## config.mk

```make
export PLATFORM = sky130hd
export DESIGN_NAME = l4_bt_coord_flat
export DESIGN_NICKNAME = d
export VERILOG_FILES = /design/src/rtl/l4_bt_coord_pkg.sv /design/src/rtl/l4_bt_coord_if.sv /design/src/rtl/l4_bt_coord_axis.sv /design/src/rtl/l4_bt_coord.sv /design/src/flat_wrapper.sv
export SDC_FILE = /design/constraint.sdc
export NUM_CORES = 1
export LEC_CHECK = 0
export ABC_CLOCK_PERIOD_IN_PS = 3600
export CORE_UTILIZATION = 40
export DETAILED_ROUTE_END_ITERATION = 7
export PLACE_DENSITY_LB_ADDON = 0.2
export SYNTH_ARGS = -nofsm -noshare
export SYNTH_HDL_FRONTEND = slang
export SYNTH_HIERARCHICAL = 1
export SYNTH_SLANG_ARGS = --single-unit
```

## constraint.sdc

```tcl
create_clock -name clk -period 3.6 [get_ports clk]
set_input_delay 0.72 -clock clk [delete_from_list [all_inputs] [get_ports clk]]
set_output_delay 0.72 -clock clk [all_outputs]
set_load 0.02 [all_outputs]
```

## src/rtl/l4_bt_coord_pkg.sv

```systemverilog
// l4_bt_coord: shared constants and types for the backtrace tracker.
// Direction codes, FSM encoding and handshake widths.
package l4_coord_pkg;

  localparam int DIRW = 3;

  localparam logic [DIRW-1:0] DIR_E = 3'd0;
  localparam logic [DIRW-1:0] DIR_W = 3'd1;
  localparam logic [DIRW-1:0] DIR_N = 3'd2;
  localparam logic [DIRW-1:0] DIR_S = 3'd3;
  localparam logic [DIRW-1:0] DIR_U = 3'd4;
  localparam logic [DIRW-1:0] DIR_D = 3'd5;

  typedef enum logic [1:0] {
    ST_IDLE   = 2'd0,
    ST_ACTIVE = 2'd1,
    ST_DONE   = 2'd2,
    ST_ERROR  = 2'd3
  } state_t;

endpackage

```

## src/rtl/l4_bt_coord_if.sv

```systemverilog
// l4_bt_coord: step command handshake between
// the backtrace controller and the tracker.
interface l4_bt_coord_if;
  import l4_coord_pkg::*;

  logic            step_valid;
  logic [DIRW-1:0] step_dir;
  logic            step_ready;

  modport master (
    output step_valid,
    output step_dir,
    input  step_ready
  );

  modport slave (
    input  step_valid,
    input  step_dir,
    output step_ready
  );

endinterface

```

## src/rtl/l4_bt_coord_axis.sv

```systemverilog
// l4_bt_coord: one coordinate axis with load,
// +/-1 stepping and optional wrap at 0 / MAX.
module l4_axis_counter #(
  parameter int BITS = 5,
  parameter int MAX  = 31,
  parameter bit WRAP = 1'b0
) (
  input  logic            clk,
  input  logic            reset,
  input  logic            ld,
  input  logic [BITS-1:0] d,
  input  logic            inc,
  input  logic            dec,
  output logic [BITS-1:0] q,
  output logic            at_max,
  output logic            at_min
);

  localparam logic [BITS-1:0] QMAX = BITS'(MAX);

  assign at_max = (q == QMAX);
  assign at_min = (q == '0);

  // the parent never requests an overflowing move unless WRAP is set
  always_ff @(posedge clk) begin
    if (reset) begin
      q <= '0;
    end else if (ld) begin
      q <= d;
    end else if (inc) begin
      q <= (WRAP && at_max) ? '0 : q + 1'b1;
    end else if (dec) begin
      q <= (WRAP && at_min) ? QMAX : q - 1'b1;
    end
  end

endmodule

```

## src/rtl/l4_bt_coord.sv

```systemverilog
// l4_bt_coord: three-axis backtrace position tracker
// with bounds check, target detect and path length.
module l4_bt_coord
  import l4_coord_pkg::*;
#(
  parameter int XBITS = 5,
  parameter int YBITS = 5,
  parameter int ZBITS = 1,
  parameter int XMAX  = 31,
  parameter int YMAX  = 31,
  parameter int ZMAX  = 1,
  parameter int LBITS = 10,
  parameter bit WRAP  = 1'b0
) (
  input  logic             clk,
  input  logic             reset,
  input  logic             ld,
  input  logic [XBITS-1:0] ld_x,
  input  logic [YBITS-1:0] ld_y,
  input  logic [ZBITS-1:0] ld_z,
  input  logic [XBITS-1:0] tgt_x,
  input  logic [YBITS-1:0] tgt_y,
  input  logic [ZBITS-1:0] tgt_z,
  l4_bt_coord_if.slave     step,
  output logic [XBITS-1:0] x,
  output logic [YBITS-1:0] y,
  output logic [ZBITS-1:0] z,
  output logic [LBITS-1:0] len,
  output logic             at_tgt,
  output logic             err,
  output logic             busy
);

  localparam logic [XBITS-1:0] XM = XBITS'(XMAX);
  localparam logic [YBITS-1:0] YM = YBITS'(YMAX);
  localparam logic [ZBITS-1:0] ZM = ZBITS'(ZMAX);

  state_t state_q, state_d;

  logic [XBITS-1:0] tx;
  logic [YBITS-1:0] ty;
  logic [ZBITS-1:0] tz;

  logic [7:0] dir_oh;
  logic       ready;
  logic       acc;
  logic       rsvd;
  logic       oob;
  logic       move;
  logic       go_err;
  logic       hit;
  logic       ld_hit;

  logic ix, dx, iy, dy, iz, dz;
  logic xmax_f, xmin_f;
  logic ymax_f, ymin_f;
  logic zmax_f, zmin_f;

  logic [XBITS-1:0] nx;
  logic [YBITS-1:0] ny;
  logic [ZBITS-1:0] nz;

  assign step.step_ready = ready;
  assign acc    = step.step_valid & ready;
  assign dir_oh = 8'd1 << step.step_dir;

  always_comb begin
    ix   = 1'b0;
    dx   = 1'b0;
    iy   = 1'b0;
    dy   = 1'b0;
    iz   = 1'b0;
    dz   = 1'b0;
    rsvd = 1'b0;
    oob  = 1'b0;
    unique case (1'b1)
      dir_oh[DIR_E]: begin
        ix  = 1'b1;
        oob = xmax_f;
      end
      dir_oh[DIR_W]: begin
        dx  = 1'b1;
        oob = xmin_f;
      end
      dir_oh[DIR_N]: begin
        iy  = 1'b1;
        oob = ymax_f;
      end
      dir_oh[DIR_S]: begin
        dy  = 1'b1;
        oob = ymin_f;
      end
      dir_oh[DIR_U]: begin
        iz  = 1'b1;
        oob = zmax_f;
      end
      dir_oh[DIR_D]: begin
        dz  = 1'b1;
        oob = zmin_f;
      end
      dir_oh[6]: rsvd = 1'b1;
      dir_oh[7]: rsvd = 1'b1;
      default:   rsvd = 1'b1;
    endcase
  end

  // a move happens only for a legal or wrapping accepted step
  assign move   = acc & ~rsvd & (~oob | WRAP);
  assign go_err = acc & (rsvd | (oob & ~WRAP));

  always_comb begin
    nx = x;
    ny = y;
    nz = z;
    if (ix) begin
      nx = xmax_f ? '0 : x + 1'b1;
    end else if (dx) begin
      nx = xmin_f ? XM : x - 1'b1;
    end
    if (iy) begin
      ny = ymax_f ? '0 : y + 1'b1;
    end else if (dy) begin
      ny = ymin_f ? YM : y - 1'b1;
    end
    if (iz) begin
      nz = zmax_f ? '0 : z + 1'b1;
    end else if (dz) begin
      nz = zmin_f ? ZM : z - 1'b1;
    end
  end

  assign hit    = (nx == tx) && (ny == ty) && (nz == tz);
  assign ld_hit = (ld_x == tgt_x) && (ld_y == tgt_y)
               && (ld_z == tgt_z);

  l4_axis_counter #(
    .BITS (XBITS),
    .MAX  (XMAX),
    .WRAP (WRAP)
  ) u_x (
    .clk    (clk),
    .reset  (reset),
    .ld     (ld),
    .d      (ld_x),
    .inc    (move & ix),
    .dec    (move & dx),
    .q      (x),
    .at_max (xmax_f),
    .at_min (xmin_f)
  );

  l4_axis_counter #(
    .BITS (YBITS),
    .MAX  (YMAX),
    .WRAP (WRAP)
  ) u_y (
    .clk    (clk),
    .reset  (reset),
    .ld     (ld),
    .d      (ld_y),
    .inc    (move & iy),
    .dec    (move & dy),
    .q      (y),
    .at_max (ymax_f),
    .at_min (ymin_f)
  );

  l4_axis_counter #(
    .BITS (ZBITS),
    .MAX  (ZMAX),
    .WRAP (WRAP)
  ) u_z (
    .clk    (clk),
    .reset  (reset),
    .ld     (ld),
    .d      (ld_z),
    .inc    (move & iz),
    .dec    (move & dz),
    .q      (z),
    .at_max (zmax_f),
    .at_min (zmin_f)
  );

  always_ff @(posedge clk) begin
    if (reset) begin
      tx <= '0;
      ty <= '0;
      tz <= '0;
    end else if (ld) begin
      tx <= tgt_x;
      ty <= tgt_y;
      tz <= tgt_z;
    end
  end

  always_ff @(posedge clk) begin
    if (reset) begin
      len <= '0;
    end else if (ld) begin
      len <= '0;
    end else if (move && (len != '1)) begin
      len <= len + 1'b1;
    end
  end

  always_ff @(posedge clk) begin
    if (reset) begin
      state_q <= ST_IDLE;
    end else begin
      state_q <= state_d;
    end
  end

  always_comb begin
    state_d = state_q;
    if (ld) begin
      state_d = ld_hit ? ST_DONE : ST_ACTIVE;
    end else if (go_err) begin
      state_d = ST_ERROR;
    end else if (move && hit) begin
      state_d = ST_DONE;
    end
  end

  always_comb begin
    busy   = 1'b0;
    at_tgt = 1'b0;
    err    = 1'b0;
    ready  = 1'b0;
    unique case (state_q)
      ST_ACTIVE: begin
        busy  = 1'b1;
        ready = ~ld;
      end
      ST_DONE:  at_tgt = 1'b1;
      ST_ERROR: err    = 1'b1;
      default:  ;
    endcase
  end

endmodule

```

## src/flat_wrapper.sv

```systemverilog
// flat-port wrapper written by rule: the top's interface ports become plain ports
module l4_bt_coord_flat import l4_coord_pkg::*;
#(
  parameter int XBITS = 5,
  parameter int YBITS = 5,
  parameter int ZBITS = 1,
  parameter int XMAX  = 31,
  parameter int YMAX  = 31,
  parameter int ZMAX  = 1,
  parameter int LBITS = 10,
  parameter bit WRAP  = 1'b0
)
  (clk, reset, ld, ld_x, ld_y, ld_z, tgt_x, tgt_y, tgt_z, x, y, z, len, at_tgt, err, busy, step_step_valid, step_step_dir, step_step_ready);
  l4_bt_coord_if step_i ();
  input  logic clk;
  input  logic reset;
  input  logic ld;
  input  logic [XBITS-1:0] ld_x;
  input  logic [YBITS-1:0] ld_y;
  input  logic [ZBITS-1:0] ld_z;
  input  logic [XBITS-1:0] tgt_x;
  input  logic [YBITS-1:0] tgt_y;
  input  logic [ZBITS-1:0] tgt_z;
  output logic [XBITS-1:0] x;
  output logic [YBITS-1:0] y;
  output logic [ZBITS-1:0] z;
  output logic [LBITS-1:0] len;
  output logic at_tgt;
  output logic err;
  output logic busy;
  input wire logic [$bits(step_i.step_valid)-1:0] step_step_valid;
  input wire logic [$bits(step_i.step_dir)-1:0] step_step_dir;
  output wire logic [$bits(step_i.step_ready)-1:0] step_step_ready;
  assign step_i.step_valid = step_step_valid;
  assign step_i.step_dir = step_step_dir;
  assign step_step_ready = step_i.step_ready;
  l4_bt_coord #(.XBITS(XBITS), .YBITS(YBITS), .ZBITS(ZBITS), .XMAX(XMAX), .YMAX(YMAX), .ZMAX(ZMAX), .LBITS(LBITS), .WRAP(WRAP)) u_core (.clk(clk), .reset(reset), .ld(ld), .ld_x(ld_x), .ld_y(ld_y), .ld_z(ld_z), .tgt_x(tgt_x), .tgt_y(tgt_y), .tgt_z(tgt_z), .step(step_i), .x(x), .y(y), .z(z), .len(len), .at_tgt(at_tgt), .err(err), .busy(busy));
endmodule
```

* Word level (Yosys, flattened, before mapping)
Cells that the tools add are included.
W data, S select, Z words.
** Word-level totals
- RAM bits :: 0
- Memory bits (read-only) :: 0
- Bits in latches :: 0
- Bits of input ports :: 29
- Flip-flop bits (word level) :: 34
- Memories :: 0
** Operators by class
- Shifts and indexed selects :: 1
- Bitwise operators :: 14
- Div/mod/pow operators :: 0
- Add/sub/neg operators :: 7
- Multipliers :: 0
- $lt $le $gt $ge :: 0
- Multiplexer cells :: 37
- Equal/unequal tests :: 12
- Reduce and logical (&&, ||, !) cells :: 14
** Operators with widths (count)
- $mux W5 :: 14
- $eq A5 B5 Y1 :: 4
- $mux W1 :: 18
- $reduce_bool A3 Y1 :: 4
- $add A10 B1 Y10 const B :: 1
- $add A5 B1 Y5 const B :: 2
- $and A1 B1 Y1 :: 10
- $eq A5 B5 Y1 const B :: 2
- $logic_not A5 Y1 :: 2
- $ne A10 B10 Y1 const B :: 1
- $sub A5 B1 Y5 const B :: 2
- $mux W2 :: 4
- $logic_and A1 B1 Y1 :: 6
- $pmux W1 S6 :: 1
- $reduce_or A6 Y1 :: 1
- $shl A1 B3 Y6 const A :: 1
- $eq A2 B2 Y1 const B :: 2
- $not A1 Y1 :: 3
- $eq A1 B1 Y1 :: 2
- $eq A2 B1 Y1 const B :: 1
- $reduce_or A2 Y1 :: 1
- $add A1 B1 Y1 const B :: 1
- $or A1 B1 Y1 :: 1
- $sub A1 B1 Y1 const B :: 1

* Logic depth before layout (Yosys ltp)
Gate-level depths: netlist of the first run.
- Word-level depth :: 11
- Depth in mapped cells :: 13

* Modules after synthesis
The synthesis of the first run kept the hierarchy.
** Modules (own cells, without submodules)
- l4_bt_coord :: instances 1, sequential area each 460.4 um2, cells an instance 261, area an instance 2024.4 um2
- l4_axis_counter (u_core.u_x ...) :: instances 2, sequential area each 100.1 um2, cells an instance 50, area an instance 409.1 um2
- l4_axis_counter (u_core.u_z) :: instances 1, sequential area each 20.0 um2, cells an instance 8, area an instance 70.1 um2

* Worst setup path before layout of the first run
No wires, ideal clock.
- Path kind :: input -> register
- From :: input port ld
- To :: register u_core.u_y.q[3]
- Path buffers :: 1
- Stages :: 11
- Setup time :: 114 ps
- Arrival time :: 3574 ps
- Data required time :: 3486 ps
- Slack :: -88 ps
- Path through :: buf_4 nor3b_1 and2_1 nand3_1 nor3_1 inv_1 ha_1 a21o_1 a21oi_1 xnor2_1 a21o_1
** On the way
- Word-level cells in the longest chain between the ends :: 8
- Elaborated cells between the ends (all ways) :: 10
** RTL lines
- from (decl) :: RTL line flat_wrapper.sv:17 : input logic ld;
- $not A1 Y1 * :: RTL line l4_bt_coord.sv:233 : ready = ~ld;
- $mux W1 * :: RTL line l4_bt_coord.sv:230 : unique case (state_q)
- net step_step_ready :: RTL line flat_wrapper.sv:33 : output wire logic [$bits(step_i.step_ready)-1:0] step_step_ready;
- $and A1 B1 Y1 * :: RTL line l4_bt_coord.sv:64 : assign acc = step.step_valid & ready;
- $and A1 B1 Y1 * (2 in a row) :: RTL line l4_bt_coord.sv:108 : assign move = acc & ~rsvd & (~oob | WRAP);
- $and A1 B1 Y1 :: RTL line l4_bt_coord.sv:161 : .inc (move & iy),
- $mux W5 :: RTL line l4_bt_coord_axis.sv:30 : end else if (inc) begin
- $mux W5 :: RTL line l4_bt_coord_axis.sv:28 : end else if (ld) begin
- to (signal assigned) :: RTL line l4_bt_coord_axis.sv:31 : q <= (WRAP && at_max) ? '0 : q + 1'b1;
- to (signal assigned) :: RTL line l4_bt_coord_axis.sv:33 : q <= (WRAP && at_min) ? QMAX : q - 1'b1;
- to (decl) :: RTL line l4_bt_coord_axis.sv:14 : output logic [BITS-1:0] q,
Mark *: on every way through the listed nets, which the timed path passes. The rest lies on a longest branch.
A chain may end at the register's enable or synchronous reset.

* Final worst setup path of the first run
- From :: register u_core.u_x.q[0]
- To :: register u_core.u_y.q[4]
** On the way
- Word-level cells in the longest chain between the ends :: 7
- Elaborated cells between the ends (all ways) :: 10
** RTL lines
- from (decl) :: RTL line l4_bt_coord_axis.sv:14
- from (signal assigned) :: RTL line l4_bt_coord_axis.sv:31
- from (signal assigned) :: RTL line l4_bt_coord_axis.sv:33
- $logic_not A5 Y1 * :: RTL line l4_bt_coord_axis.sv:22 : assign at_min = (q == '0);
- net u_core.xmin_f :: RTL line l4_bt_coord.sv:55 : logic xmax_f, xmin_f;
- $pmux W1 S6 * :: RTL line l4_bt_coord.sv:76 : unique case (1'b1)
- $not A1 Y1 * :: RTL line l4_bt_coord.sv:108
- $and A1 B1 Y1 * :: RTL line l4_bt_coord.sv:108
- $and A1 B1 Y1 :: RTL line l4_bt_coord.sv:161
- $mux W5 :: RTL line l4_bt_coord_axis.sv:30
- $mux W5 :: RTL line l4_bt_coord_axis.sv:28
Marked as above.

==> results of run 1 <==
[cells in the mapped netlist, types with 4 or more instances]
master    count  area share, %
dfxtp_1      34             23
ha_1         11            4.7
nor3_1       12            2.1
a22oi_1       4            1.0
xor2_1       12            3.6
xnor2_1      21            6.3
o21ai_0      11            1.9
nor2_1       48            6.2
mux2i_1      19            6.5
a21o_1        5            1.3
nand3_1      17            2.9
nor2b_1       9            1.9
buf_2         4           0.69
a21oi_1      15            2.6
a211oi_1      6            1.5
o21a_1        4            1.0
inv_1        15            1.9
a31oi_1       5            1.1
nand3b_1      4            1.0
or3_1         6            1.3
nand2b_1      9            1.9
nand2_1      17            2.2
nor3b_1       5            1.3
nand4_1      10            2.1
[power groups by stage]
stage	combinational [W]	clock, W	sequential [W]
2_1_floorplan	0.000183	0	0.000430
4_1_cts	0.000316	0.000308	0.000410
5_1_grt	0.000345	0.000317	0.000413
3_3_place_gp	0.000312	0	0.000419
6_report	0.000317	0.000302	0.000410
3_5_place_dp	0.000315	0	0.000419
[area by class of cell]
type	instances	area share, %
flip-flops and latches	34	18.2
well taps	96	3.20
clock buffers	6	2.20
inverters	15	1.50
clock inverters	2	0.334
repair buffers	77	18.8
multi-input cells	306	55.8
[cell usage in the layout (no fill, tap or decap), types with 12 or more instances in the layout]
| cell type | Yosys | layout |
|---|---|---|
| xnor2_1 | 21 | 21 |
| nand2_1 | 17 | 17 |
| clkdlybuf4s50_1 | 0 | 52 |
| nor2_1 | 48 | 48 |
| a21oi_1 | 15 | 15 |
| inv_1 | 15 | 15 |
| xor2_1 | 12 | 12 |
| mux2i_1 | 19 | 19 |
| nand3_1 | 17 | 17 |
| buf_4 | 3 | 24 |
| dfxtp_1 | 34 | 34 |
[metal layers]
layer / GRT usage [%] / vias to the layer above / share of wire, %
met5: 0 / - / 0
met4: 4.92 / 0 / 0.82
met3: 2.94 / 7 / 4.7
met2: 34.2 / 75 / 46
met1: 29.7 / 1351 / 48
li1: - / 1464 / -
[sequential cells by signal, indices dropped and copies added (netlist names)]
name	count
u_core/u_y/q	5
u_core/u_x/q	5
u_core/tz	1
u_core/ty	5
u_core/u_z/at_max	1
u_core/state_q	2
u_core/tx	5
u_core/len	10
[critical path: cells and delay by family (launching register included)]
kind	cells	cell delay [ns]
AO/OA/AOI/OAI	3	0.48
AND/OR/NAND/NOR	5	1.31
flip-flops	1	0.32
multiplexers	2	0.34
buffers and inverters	1	0.18
adder cells (fa/ha/maj)	1	0.45
[cell families (layout without fill, tap and decap cells)]
| logic type | count (synthesis) | in the layout | share of synthesized area [%] |
|---|---|---|---|
| xor+xnor | 33 | 33 | 9.92 |
| fa+ha+maj | 13 | 13 | 6.10 |
| flops | 34 | 34 | 23.4 |
| mux | 21 | 21 | 7.30 |
| simple gates | 168 | 168 | 31.9 |
| compound gates | 71 | 71 | 16.2 |
| buf+inv | 29 | 100 | 5.20 |
[worst paths after layout]
| path | to | slack, ns | depth (start not counted) |
|---|---|---|---|
| setup / recovery | u_core/u_y/q[4]$_SDFFE_PP0P_ | 0.37 | 12 |
| hold reg to reg | u_core/ty[3]$_SDFFE_PP0P_ | 0.51 | 2 |
| hold / removal | u_core/ty[3]$_SDFFE_PP0P_ | 0.51 | 2 |
| setup reg to reg | u_core/u_y/q[4]$_SDFFE_PP0P_ | 0.37 | 12 |
[metrics by stage]
stage                     setup WS, ns  utilization, %  hold WS [ns]  power (W)
after floorplan                  0.145               -         0.460   0.000614
after CTS                        0.361            54.3         0.506    0.00103
after detailed placement         0.166            52.9         0.492   0.000734
after global routing             0.178            54.3         0.530    0.00108
final                            0.366            54.3         0.508    0.00103
after global placement           0.207            52.9         0.480   0.000730
==> results.cfg, run 1 <==
[global_route]
first_global_vias = 2568
grt_max_degree = 43
grt_pass1_wl_mm = 12.6
grt_overflow = 0
antenna_found_initial = 0
grt_use_total_pct = 21.2

[drt]
wl_mm = 7.96
ant_nets = 0
wl_per_cell_microns = 14.9
vias_per_cell = 5.40
drcViolationCount = 0
drt_iter0_markers = 190
vias = 2897
drt_first_pass_iters = 4

[sta]
finalMaxSlewViolations = 0
maxSlewHeadroom_pct = 41.9
worst_pin_slew_ns = 0.868
hold_viol_final = 0
layout_min_cycle_time_ns = 3.23
finalSetupTns_ns = 0
fmax_mhz = 309
fin_crit_sh_pct = 89.8
setup_violations = 0
fin_worst_skew_ns = 0.00546
rsz0062_at_grt = false

[placement]
postPlaceCellArea_sq_um = 3650
gp_congestion = 0.841
placed_cells = 528
io_buffers = 53
dp_hpwl_mm = 6.05

[logic_synthesis]
yosysWarnings = 6
synth_nets = 411
ys_async_sr_fraction_pct = 0
ys_ff_latch = 34
synth_cells = 369
syn-cell-area_sq_um = 2910
ys_types = 63
synth-edff-count = 0
synthFlopType = dfxtp_1
avgSynthCellArea_sq_um = 7.89
yosysSeqAreaShare_pct = 23.4

[outcome]
outcome = finished, final reports clean

[clock_tree]
cts_buffers = 5
clock_latency_ns = 0.29
htree_levels = 2
cts_tree = yes
cts_root_buffer = clkbuf_8
post_cts_buffers = 0
numClockSinks = 34
clk_pin_slew_ns = 0.07
clockBufferDepth = 2
ctsHoldBuffers = 0
cts_resized = 0

[die]
io_pins = 54
start_util_pct = 42.2
num_rows = 30
die_w_microns = 87.3
die_h_microns = 87.3
core_area_sq_um = 6910
die_area_sq_um = 7630

[worst_setup_path]
cp-end-kind = register
path_cells = or4_1 -> nor2_1 -> mux2i_1 -> o22a_1 -> nand3_1 -> nor3_2 -> buf_4 -> fa_1 -> nand2b_1 -> a21oi_1 -> mux2i_1 -> a31oi_1
max_stage_delay_ns = 0.51
cp-startpoint = u_core/u_x/q[0]$_SDFFE_PP0P_
cp.required_ns = 3.74
rr_startpoint = u_core/u_x/q[0]$_SDFFE_PP0P_
cpMostUsedCell = mux2i_1
cp-start-kind = register
path_class = reg2reg
worstPathArrival_ns = 3.37
crit_slowest_cell = or4_1
path_max_fanout = 6

[pwr]
internal-power_w = 0.000701
seq_power_share_pct = 39.9
ir_worst_vdd_mv = 0.188
leakagePower_nw = 1.40
p_comb_share_pct = 30.8
clkPwrFrac_pct = 29.3
power.switching_w = 0.000329
pwr_density_cell_nw_per_um2 = 275
netSwitchingFraction_pct = 31.9

[min_path]
min_from = u_core/ty[3]$_SDFFE_PP0P_
hold_class = reg2reg

[cells_and_area]
multi_input_area_sq_um = 2090
nets = 481
drive_gt1_share_pct = 11.4
fin_area_sq_um = 3750
stdcell_count = 536
ff_latch_area_sq_um = 681
diodes = 0
area_delta_synth_final_pct = 28.7
nFillCells = 690

[job]
drv_cap = 0
Power figures use the tool's default switching activity.
==> run 2: changes to the inputs <==
Settings changed: ABC_CLOCK_PERIOD_IN_PS 3600 to 2900, CTS_CLUSTER_DIAMETER set to 100.
Clock period 3.6 ns to 2.9 ns, I/O delays scaled along.
==> run 2 against run 1 <==
Critical path type unchanged. Clock power increased by 79%. Design area up 9.2%. First-iteration DRC count decreased by 23%. Final cell count is 5.0% higher. Die area unchanged. Critical path depth unchanged. Power increased by 45%. Count of clock-buffer cells in the layout fell by 1. Highest routed layer unchanged. Core utilization rose by 5.0 points. Via count increased by 3.1%. Sequential power up 23%. Global-route usage increased by 1.2 points. Critical endpoint unchanged.
==> results.cfg, run 2 (synthesis gave the netlist of run 1 again) <==
[outcome]
outcome = finished, final reports clean

[global_route]
grt_max_degree = 43
grt_pass1_wl_mm = 13.2
grt_use_total_pct = 22.3
antenna_found_initial = 0
grt_overflow = 0
first_global_vias = 2841

[sta]
worst_pin_slew_ns = 0.527
fin_worst_skew_ns = 0.00330
maxSlewHeadroom_pct = 64.9
finalMaxSlewViolations = 0
layout_min_cycle_time_ns = 2.81
finalWorstSetupSlack_ns = 0.0930
setup_violations = 0
fmax_mhz = 356
rsz0062_at_grt = true
finalSetupTns_ns = 0
hold_viol_final = 0
fin_crit_sh_pct = 96.8

[placement]
dp_hpwl_mm = 6.35
gp_congestion = 0.858
detailedPlace.worstSlack_ns = -0.346
io_buffers = 53

[drt]
wl_mm = 8.30
wl_per_cell_microns = 14.7
ant_nets = 0
vias = 2987
vias_per_cell = 5.31
drt_first_pass_iters = 4
drcViolationCount = 0
drt_iter0_markers = 147

[job]
drv_cap = 0

[clock_tree]
clk_pin_slew_ns = 0.07
cts_root_buffer = clkbuf_8
clockBufferDepth = 2
htree_levels = 2
cts_buffers = 5
cts_tree = yes
ctsHoldBuffers = 0
numClockSinks = 34
clock_latency_ns = 0.29

[die]
start_util_pct = 42.2
die_area_sq_um = 7630
die_w_microns = 87.3
core_area_sq_um = 6910
die_h_microns = 87.3
num_rows = 30
io_pins = 54

[min_path]
hold_class = reg2reg

[worst_setup_path]
path_cells = or4_1 -> nor2_1 -> mux2_2 -> o21ai_2 -> nand3_4 -> nor3_4 -> buf_4 -> fa_2 -> nand2b_1 -> a21oi_2 -> mux2i_1 -> a31oi_1
path_class = reg2reg
path_max_fanout = 4
worstPathArrival_ns = 2.99
max_stage_delay_ns = 0.52
cp.required_ns = 3.08
crit_slowest_cell = or4_1
cp-end-kind = register
cp-start-kind = register

[pwr]
p_total_w = 0.00149
pwr_density_cell_nw_per_um2 = 364
ir_worst_vdd_mv = 0.182
leakagePower_nw = 1.60

[cells_and_area]
diodes = 0
drive_gt1_share_pct = 19.7
area_delta_synth_final_pct = 40.5
largest_register_ffs = 10
nets = 508
final_cell_mix = 50 x clkdlybuf4s50_1, 50 x buf_4, 46 x nor2_1
final_core_util_pct = 59.3
regMostFlops = u_core/len
==> run 2: power breakdown <==
part / internal (W) / leakage (nW) / total, W / switching, W
combinational: 0.000222 / 1.25 / 0.000443 / 0.000221
clock: 0.000345 / 0.0683 / 0.000541 / 0.000196
sequential: 0.000487 / 0.279 / 0.000506 / 0.0000189
==> run 2: routing by layer <==
metal  vias up  GRT usage [%]  part of all wire, %
li1       1516              -                    -
met1      1387           28.1                   45
met3        13           3.60                  5.0
met5         -              0                    0
met2        71           38.3                   47
met4         0           8.20                  2.1
==> run 2: path summary, 6_finish.rpt <==
path | start | endpoint | slack [ns] | depth (start not counted)
max | u_core/u_y/q[0]$_SDFFE_PP0P_ | u_core/u_y/q[4]$_SDFFE_PP0P_ | 0.09 | 12
min reg2reg | u_core/len[6]$_SDFFE_PP0P_ | u_core/len[6]$_SDFFE_PP0P_ | 0.51 | 2
max reg2reg | u_core/u_y/q[0]$_SDFFE_PP0P_ | u_core/u_y/q[4]$_SDFFE_PP0P_ | 0.09 | 12
min | u_core/len[6]$_SDFFE_PP0P_ | u_core/len[6]$_SDFFE_PP0P_ | 0.51 | 2
==> run 2: repair_timing <==
action / in CTS / in global routing
setup endpoints to repair: 3 / 9
pin swaps: 1 / 7
setup buffers: 0 / 3
gates resized for setup: 2 / 14
==> run 2: area by class of cell <==
| cell class | instances | area (sq um) |
|---|---|---|
| fillers | 654 | 2810 |
| clock buffers | 5 | 68.8 |
| repair buffers | 104 | 926 |
| clock inverters | 3 | 68.8 |
| inverters | 15 | 56.3 |
| multi-input cells | 306 | 2170 |
| well taps | 96 | 120 |
| flip-flops and latches | 34 | 682 |
==> run 2: per-stage QoR <==
step	cell area, sq um	hold slack [ns]	instances
floorplan	2950	0.460	369
global placement	3870	0.478	552
detailed placement	3870	0.501	552
CTS	4020	0.519	560
global route	4090	0.534	563
finish	4090	0.513	563
==> run 2: critical path, delay by kind of cell (launching register included) <==
family / cells / cell delay [ns]
flip-flops: 1 / 0.31
AND/OR/NAND/NOR: 5 / 1.10
AO/OA/AOI/OAI: 3 / 0.31
adder cells (fa/ha/maj): 1 / 0.39
multiplexers: 2 / 0.43
buffers and inverters: 1 / 0.14
==> run 3: changes to the inputs <==
==> constraint.sdc (replaced) <==
create_clock -name clk -period 2.9 [get_ports clk]
set_input_delay 0.58 -clock clk [delete_from_list [all_inputs] [get_ports clk]]
set_output_delay 0.58 -clock clk [all_outputs]
set_load 0.01 [all_outputs]
==> run 3 against run 2 <==
Via count decreased by 0.84%. Power is 7.1% lower. Worst setup slack improved by 0.039 ns. Sequential power barely moved. Final cell count fell by 1.2%. Highest routed layer unchanged. Count of clock-buffer cells in the layout is 1 higher. Critical path depth fell by 1.
==> results.cfg, run 3 (synthesis gave the netlist of run 1 again) <==
[clock_tree]
cts_tree = yes
cts_root_buffer = clkbuf_8
clockBufferDepth = 2
htree_levels = 2
numClockSinks = 34
clk_pin_slew_ns = 0.08
clock_latency_ns = 0.29
cts_buffers = 5

[pwr]
netSwitchingFraction_pct = 29.7
seq_power_share_pct = 36.7
leakagePower_nw = 1.53
clkPwrFrac_pct = 33.4
internal-power_w = 0.000973
pwr_density_cell_nw_per_um2 = 349
ir_worst_vdd_mv = 0.196
p_total_w = 0.00138
p_comb_share_pct = 29.9
power.switching_w = 0.000411

[global_route]
first_global_vias = 2826
antenna_found_initial = 0
grt_use_total_pct = 22.6
grt_pass1_wl_mm = 13.4
grt_overflow = 0
grt_max_degree = 43

[worst_setup_path]
cp-end-kind = register
path_class = reg2reg
cpMostUsedCell = mux2i_1
path_max_fanout = 4
cp.required_ns = 3.07
crit_buf_inv = 0
cp-startpoint = u_core/u_x/q[0]$_SDFFE_PP0P_
cp-start-kind = register
crit_slowest_cell = or4_1
rr_startpoint = u_core/u_x/q[0]$_SDFFE_PP0P_
path_cells = or4_1 -> nor2_2 -> mux2i_1 -> o22a_1 -> nand3_4 -> nor3_4 -> fa_1 -> nand2b_1 -> a21oi_1 -> mux2i_1 -> a31oi_1
worstPathArrival_ns = 2.93
critical_path.top_delay_family = simple AND/OR/NAND/NOR gates
max_stage_delay_ns = 0.53

[drt]
drcViolationCount = 0
vias = 2962
drt_first_pass_iters = 5
ant_nets = 0
vias_per_cell = 5.33
wl_per_cell_microns = 14.9
drt_iter0_markers = 160
wl_mm = 8.27

[die]
core_area_sq_um = 6910
num_rows = 30
die_h_microns = 87.3
io_pins = 54
die_w_microns = 87.3
start_util_pct = 42.2
die_area_sq_um = 7630

[sta]
layout_min_cycle_time_ns = 2.77
finalMaxSlewViolations = 0
finalWorstSetupSlack_ns = 0.132
fmax_mhz = 361
fin_crit_sh_pct = 95.4
rsz0062_at_grt = false
finalSetupTns_ns = 0
hold_viol_final = 0
fin_worst_skew_ns = 0.00523
maxSlewHeadroom_pct = 66.4
holdWs_ns = 0.505
setup_violations = 0
worst_pin_slew_ns = 0.504

[cells_and_area]
drive_gt1_share_pct = 16.3
final_common_cell = clkdlybuf4s50_1
diodes = 0
nets = 502
stdcell_count = 556
final_cell_mix = 51 x clkdlybuf4s50_1, 46 x nor2_1, 44 x buf_4
area_delta_synth_final_pct = 36.3
largest_register_ffs = 10
regMostFlops = u_core/len

[job]
drv_cap = 0

[min_path]
hold_class = reg2reg
min_from = u_core/len[6]$_SDFFE_PP0P_

[placement]
gp_congestion = 0.876
detailedPlace.worstSlack_ns = -0.377
dp_hpwl_mm = 6.21
io_buffers = 53
placed_cells = 547

[outcome]
outcome = finished, final reports clean
run 3: cell types whose count changed in the layout (fill, tap and decap cells not counted), moves of 2 or more:
cell,previous run,this run
or4_4,2,0
buf_4,50,44
a21oi_1,13,15
or4_1,1,3
a211oi_2,3,0
dlymetal6s2s_1,2,0
fa_1,0,2
a21oi_2,2,0
fa_2,2,0
a211oi_1,3,6
run 3: worst register-to-register path, stage by stage (launching register included):
cell and delay, ns:
dfxtp_1 0.32, or4_1 0.53, nor2_2 0.17, mux2i_1 0.10, o22a_1 0.27, nand3_4 0.13
nor3_4 0.08, fa_1 0.46, nand2b_1 0.16, a21oi_1 0.15, mux2i_1 0.20, a31oi_1 0.09
run 3: area by class of cell:
| class | count | area [sq um] |
|---|---|---|
| flip-flops and latches | 34 | 681 |
| clock buffers | 6 | 82.6 |
| fillers | 666 | 2940 |
| repair buffers | 98 | 866 |
| inverters | 15 | 56.3 |
| clock inverters | 1 | 30.0 |
| multi-input cells | 306 | 2130 |
| well taps | 96 | 120 |
run 3: metrics by stage:
step | instance area (sq um) | util (%)
global placement | 3820 | 55.3
floorplan | 2950 | -
detailed placement | 3820 | 55.3
CTS | 3960 | 57.4
finish | 3970 | 57.5
global route | 3970 | 57.5
run 3: final timing paths:
check | slack, ns | cells past startpoint | endpoint
setup / recovery | 0.13 | 11 | u_core/u_x/q[4]$_SDFFE_PP0P_
hold / removal | 0.50 | 2 | u_core/len[6]$_SDFFE_PP0P_
setup reg to reg | 0.13 | 11 | u_core/u_x/q[4]$_SDFFE_PP0P_
hold reg to reg | 0.50 | 2 | u_core/len[6]$_SDFFE_PP0P_
run 3: what timing repair did:
item,4_1_cts,5_1_grt
hold buffers,0,0
gates resized for setup,5,2
buffers inserted,2,0
pin swaps,3,2
endpoints found under the setup margin,6,5
gates cloned,0,0
run 3: per-layer routing:
| layer | vias up | track usage, % | share of wire, % |
|---|---|---|---|
| li1 | 1505 | - | - |
| met1 | 1378 | 30.3 | 49 |
| met2 | 75 | 38.1 | 47 |
| met3 | 4 | 3.13 | 4.0 |
| met4 | 0 | 5.22 | 0.45 |
| met5 | - | 0 | 0 |
run 3: power groups by stage:
stage | registers [W] | logic [W] | clock network, W
floorplan | 0.000528 | 0.000227 | 0
global placement | 0.000517 | 0.000397 | 0
detailed placement | 0.000517 | 0.000403 | 0
CTS | 0.000507 | 0.000411 | 0.000474
global route | 0.000510 | 0.000452 | 0.000490
finish | 0.000507 | 0.000414 | 0.000462
